$ cat src/rtl/etc_rgb_block_pixel_scheduler.sv
// etc_rgb_block_pixel_scheduler: walks the ETC generator over each 4x4 block and streams address-tagged RGBA pixels
module etc_rgb_block_pixel_scheduler #(
    parameter int IMG_W_BLK = 64,
    parameter int IMG_H_BLK = 64,
    parameter int ADDR_W    = 16,
    parameter int OUT_DEPTH = 4
) (
    input  logic              sclk,
    input  logic              rsrt,
    input  logic              blk_valid,
    output logic              blk_ready,
    input  logic [63:0]       blk_data,
    input  logic              blk_flipped,
    input  logic              blk_punchThrough,
    input  logic              blk_alpha,
    input  logic [23:0]       blk_baseColor_0,
    input  logic [23:0]       blk_baseColor_1,
    output logic              dec_rsrt,
    output logic              dec_rtr,
    output logic [3:0]        dec_pixIdx,
    output logic [63:0]       dec_block,
    output logic              dec_flipped,
    output logic              dec_flag_punchThrough,
    output logic              dec_aplha,
    output logic [23:0]       dec_baseColor_0,
    output logic [23:0]       dec_baseColor_1,
    input  logic [7:0]        dec_r,
    input  logic [7:0]        dec_g,
    input  logic [7:0]        dec_b,
    input  logic [7:0]        dec_a,
    output logic              pix_valid,
    input  logic              pix_ready,
    output logic [7:0]        pix_r,
    output logic [7:0]        pix_g,
    output logic [7:0]        pix_b,
    output logic [7:0]        pix_a,
    output logic [ADDR_W-1:0] pix_addr,
    output logic              pix_last,
    output logic              frame_done
);
    localparam int BX_W = IMG_W_BLK > 1 ? $clog2(IMG_W_BLK) : 1;
    localparam int BY_W = IMG_H_BLK > 1 ? $clog2(IMG_H_BLK) : 1;
    localparam int PW   = $clog2(OUT_DEPTH);
    localparam int CW   = $clog2(OUT_DEPTH + 1);
    localparam int FW   = 33 + ADDR_W;

    typedef enum logic {IDLE, RUN} state_t;
    state_t state, state_d;

    logic [BX_W-1:0]   bx;
    logic [BY_W-1:0]   by;
    logic              bx_wrap, inflight, tag_last, issue_last, pop;
    logic [ADDR_W-1:0] tag_addr, issue_addr;
    logic [FW-1:0]     mem [OUT_DEPTH];
    logic [PW-1:0]     wp, rp;
    logic [CW-1:0]     cnt;

    assign dec_rsrt   = ~rsrt;
    assign bx_wrap    = bx == BX_W'(IMG_W_BLK - 1);
    assign issue_addr = ADDR_W'((32'(by) * 4 + 32'(dec_pixIdx[1:0])) * 32'(4 * IMG_W_BLK)
                                + 32'(bx) * 4 + 32'(dec_pixIdx[3:2]));
    assign issue_last = bx_wrap && by == BY_W'(IMG_H_BLK - 1) && &dec_pixIdx;
    assign pix_valid  = cnt != '0;
    assign pop        = pix_valid && pix_ready;
    assign {pix_last, pix_addr, pix_r, pix_g, pix_b, pix_a} = mem[rp];

    // Issue only when the FIFO can absorb every pixel already requested, so it never overflows
    always_comb begin
        blk_ready = state == IDLE && rsrt;
        dec_rtr   = state == RUN && (32'(cnt) + 32'(inflight) < OUT_DEPTH);
        state_d   = blk_ready && blk_valid ? RUN : (dec_rtr && &dec_pixIdx) ? IDLE : state;
    end

    always_ff @(posedge sclk) begin
        if (!rsrt) state <= IDLE;
        else       state <= state_d;
    end

    always_ff @(posedge sclk) begin
        if (!rsrt) begin
            dec_pixIdx            <= '0;
            dec_block             <= '0;
            dec_flipped           <= 1'b0;
            dec_flag_punchThrough <= 1'b0;
            dec_aplha             <= 1'b0;
            dec_baseColor_0       <= '0;
            dec_baseColor_1       <= '0;
            bx                    <= '0;
            by                    <= '0;
            inflight              <= 1'b0;
            tag_addr              <= '0;
            tag_last              <= 1'b0;
            wp                    <= '0;
            rp                    <= '0;
            cnt                   <= '0;
            frame_done            <= 1'b0;
        end else begin
            if (blk_ready && blk_valid) begin
                dec_pixIdx            <= '0;
                dec_block             <= blk_data;
                dec_flipped           <= blk_flipped;
                dec_flag_punchThrough <= blk_punchThrough;
                dec_aplha             <= blk_alpha;
                dec_baseColor_0       <= blk_baseColor_0;
                dec_baseColor_1       <= blk_baseColor_1;
            end
            if (dec_rtr) begin
                dec_pixIdx <= dec_pixIdx + 1'b1;
                tag_addr   <= issue_addr;
                tag_last   <= issue_last;
                if (&dec_pixIdx) begin
                    bx <= bx_wrap ? '0 : bx + 1'b1;
                    if (bx_wrap) by <= by == BY_W'(IMG_H_BLK - 1) ? '0 : by + 1'b1;
                end
            end
            inflight <= dec_rtr;
            if (inflight) wp <= wp == PW'(OUT_DEPTH - 1) ? '0 : wp + 1'b1;
            if (pop) rp <= rp == PW'(OUT_DEPTH - 1) ? '0 : rp + 1'b1;
            cnt        <= cnt + CW'(inflight) - CW'(pop);
            frame_done <= pop && pix_last;
        end
    end

    // The generator's colour lands one cycle after the request that produced it
    always_ff @(posedge sclk) begin
        if (!rsrt) for (int i = 0; i < OUT_DEPTH; i++) mem[i] <= '0;
        else if (inflight) mem[wp] <= {tag_last, tag_addr, dec_r, dec_g, dec_b, dec_a};
    end
endmodule

$ cat config.mk
export PLATFORM = sky130hd
export DESIGN_NAME = etc_rgb_block_pixel_scheduler
export DESIGN_NICKNAME = d
export VERILOG_FILES = /design/src/rtl/etc_rgb_block_pixel_scheduler.sv
export SDC_FILE = /design/constraint.sdc
export NUM_CORES = 1
export LEC_CHECK = 0
export ABC_AREA = 1
export CAP_MARGIN = 20
export CORE_MARGIN = 2
export CORE_UTILIZATION = 50
export CTS_CLUSTER_DIAMETER = 120
export DETAILED_ROUTE_END_ITERATION = 12
export HOLD_SLACK_MARGIN = 0.05
export PLACE_DENSITY_LB_ADDON = 0.25
export SETUP_SLACK_MARGIN = 0.3
export SYNTH_ARGS = -nofsm -noshare
export SYNTH_HDL_FRONTEND = slang
export SYNTH_SLANG_ARGS = --single-unit
$ cat constraint.sdc
create_clock -name sclk -period 5.8 [get_ports sclk]
set_input_delay 0.58 -clock sclk [delete_from_list [all_inputs] [get_ports sclk]]
set_output_delay 0.58 -clock sclk [all_outputs]
set_load 0.02 [all_outputs]
==> flow_metrics.py <==
metrics = {
    "synthesis": {
        "syn_inst": 1274,
        "synth_edf_count": 196,
        "synth-main-ff-cell": "edfxtp_1",
        "synth_most_common_cell": "nor2_1",
        "synthTopCellsByCount": "nor2_1 (320), edfxtp_1 (196), dfxtp_1 (160)",
        "seq_area_frac_synth_pct": 65.3,
        "synth.top_cell.area_share_pct": 42.3,
        "ys_seq_elements": 356,
        "synth_area_per_cell_um2": 10.9,
        "netlist_area_um2": 13900,
        "netlist_top_cells_area": "edfxtp_1 (42%), dfxtp_1 (23%), nor2_1 (8.6%), a32o_1 (8.3%), o21ai_0 (4.2%)",
        "yosys_warnings": 0,
        "yosys.area.top_type": "edfxtp_1",
        "ys_types": 37,
        "synthArstFlopShare_pct": 0,
        "synth_fp_nets": 1433,
    },
    "clock_tree": {
        "cts_buffers": 38,
        "cts_setup_buffers": 0,
        "cts_tree": "built",
        "cts_hold_buf": 0,
        "htree_num_levels": 2,
        "ctsRootBufferMaster": "clkbuf_16",
        "clock_path_buffers": 3,
        "worstSkewPairLatency_ps": 540,
        "cts.sinks": 356,
        "clk_pin_slew_ps": 60,
        "cts_resized": 0,
    },
    "critical_path": {
        "startpoint_type": "flip-flop",
        "endpoint_kind": "primary output",
        "required_ps": 5220,
        "r2r_end": "frame_done",
        "rrSetupSlack_ps": 3140,
        "cp_max_fo": 49,
        "ff2ff_path_depth": 4,
        "crit_arrival_ps": 3600,
        "critPathKind": "flip-flop to primary output",
    },
    "sta": {
        "worst_pin_slew_ps": 988,
        "fmax_mhz": 239,
        "relSlewSlack_pct": 34.1,
        "fin_crit_ps": 4180,
        "finalSetupTns_ps": 0,
        "setup_violations": 0,
        "drv_slew": 0,
        "skew_ps": 35.9,
        "rsz0062_at_grt": "false",
        "finalCritPeriodShare_pct": 72.0,
        "hold_violations": 0,
        "whs_ps": 462,
    },
    "global_route": {
        "first_global_vias": 10600,
        "antenna_found_initial": 1,
        "track_usage_pct": 24.6,
        "grt_overflow": 0,
        "grt_pass1_wl_um": 55900,
        "grt_max_degree": 99,
    },
    "final_layout": {
        "syn_to_final_growth_pct": 33.4,
        "drive_gt1_share_pct": 6.69,
        "fin_nets": 1715,
    },
    "die": {
        "std_cell_rows": 61,
        "die_y_um": 171,
        "ios": 324,
        "die_w_um": 171,
        "initial_utilization_pct": 50.4,
        "die_area_um2": 29200,
        "coreArea_um2": 27600,
    },
    "routing": {
        "drt.antenna.violating_nets": 0,
        "drt_pass1_iterations": 6,
        "drt_iter0_markers": 893,
        "wire_per_inst_um": 18.7,
        "wirelength_um": 36700,
        "via_per_inst": 5.47,
        "drc": 0,
        "vias": 10800,
    },
    "place": {
        "gp_congestion": 0.770,
        "place.port_buffers": 323,
        "hpwl_um": 22600,
    },
    "pwr": {
        "leakagePower_nw": 6.90,
        "p_per_area_nw_per_um2": 386,
        "ir_worst_vdd_uv": 312,
    },
    "min_path": {
        "min_from": "dec_flipped",
        "hold_depth": 1,
        "min_path_type": "flip-flop to flip-flop",
        "hold-path-endpoint": "dec_flipped",
    },
    "outcome": {
        "outcome": "completed",
    },
    "job": {
        "maxCapViolCount": 0,
    },
}
-- how the worst max path moves through the flow --
stage                    from            end  cells after the start
floorplan            inflight      mem[3][0]                      3
global placement         rsrt  dec_pixIdx[2]                      8
detailed placement       rsrt  dec_pixIdx[2]                      8
CTS                 flip-flop       pix_last                      5
global route        flip-flop       pix_last                      6
finish              flip-flop       pix_last                      5
-- logic make-up after synthesis --
logic type      Yosys count  synth area share [%]
simple gates            416                  12.3
buf+inv                 178                  5.48
fa+ha+maj                 8                 0.773
compound gates          315                  16.1
xor+xnor                  1                0.0629
flops                   356                  65.3
-- flip-flops by register name, summed over array words and instances, names as in the netlist, named ones only --
name	cells
mem	196
bx	6
frame_done	1
dec_block	64
tag_addr	16
dec_pixIdx	4
by	6
dec_baseColor_1	24
dec_flipped	1
state	1
cnt	3
rp	2
dec_aplha	1
inflight	1
dec_baseColor_0	24
wp	2
dec_flag_punchThrough	1
tag_last	1
-- area by class of cell --
class | count | area (um2)
Fill cell | 2165 | 9050
Clock buffer | 52 | 1070
Multi-Input combinational cell | 740 | 4100
Inverter | 81 | 307
Timing Repair Buffer | 339 | 3360
Antenna cell | 1 | 2.50
Sequential cell | 356 | 9090
Clock inverter | 17 | 170
Tap cell | 378 | 473
-- metal layers --
layer  track usage, %  vias to the layer above  share of wire, %
met3             6.57                       72               8.2
met5                0                        -                 0
met2             44.2                      416                52
met4             9.43                        0               3.4
met1             28.1                     5154                37
li1                 -                     5108                 -
-- layout by cell type, fill, tap and decap left out, types with 4 or more instances in the layout --
cell / instances
a21oi_1: 27
a32o_1: 116
buf_4: 16
clkbuf_1: 8
clkbuf_16: 39
clkbuf_8: 5
clkdlybuf4s50_1: 322
clkinv_2: 5
clkinvlp_4: 4
dfxtp_1: 158
edfxtp_1: 196
ha_1: 7
inv_1: 75
inv_2: 5
nand2_1: 47
nand2_2: 9
nand3_1: 19
nand4_1: 6
nor2_1: 320
o21ai_0: 116
o22ai_1: 49
-- per-stage QoR --
step | utilization [%] | worst slack [ps] | power [W] | cell area (um2) | cells
6_report | 67.2 | 1620 | 0.00717 | 18600 | 1964
5_1_grt | 67.2 | 1450 | 0.00747 | 18600 | 1964
4_1_cts | 67.2 | 1570 | 0.00721 | 18600 | 1962
3_5_place_dp | 62.6 | 1970 | 0.00483 | 17300 | 1893
3_3_place_gp | 62.6 | 1990 | 0.00480 | 17300 | 1893
2_1_floorplan | - | 1090 | 0.00400 | 13900 | 1274
-- power by group --
part           switching [W]  internal [W]  leakage (nW)
clock               0.000981       0.00140         0.599
sequential          0.000111       0.00283          3.34
combinational        0.00107      0.000776          2.96
-- worst max-delay path, cell delays in order (launching register included) --
cell and delay (ps):
dfxtp_2 970, inv_1 650, buf_4 420, a32o_1 330, inv_1 60, clkdlybuf4s50_1 630
Power figures use the tool's default switching activity.
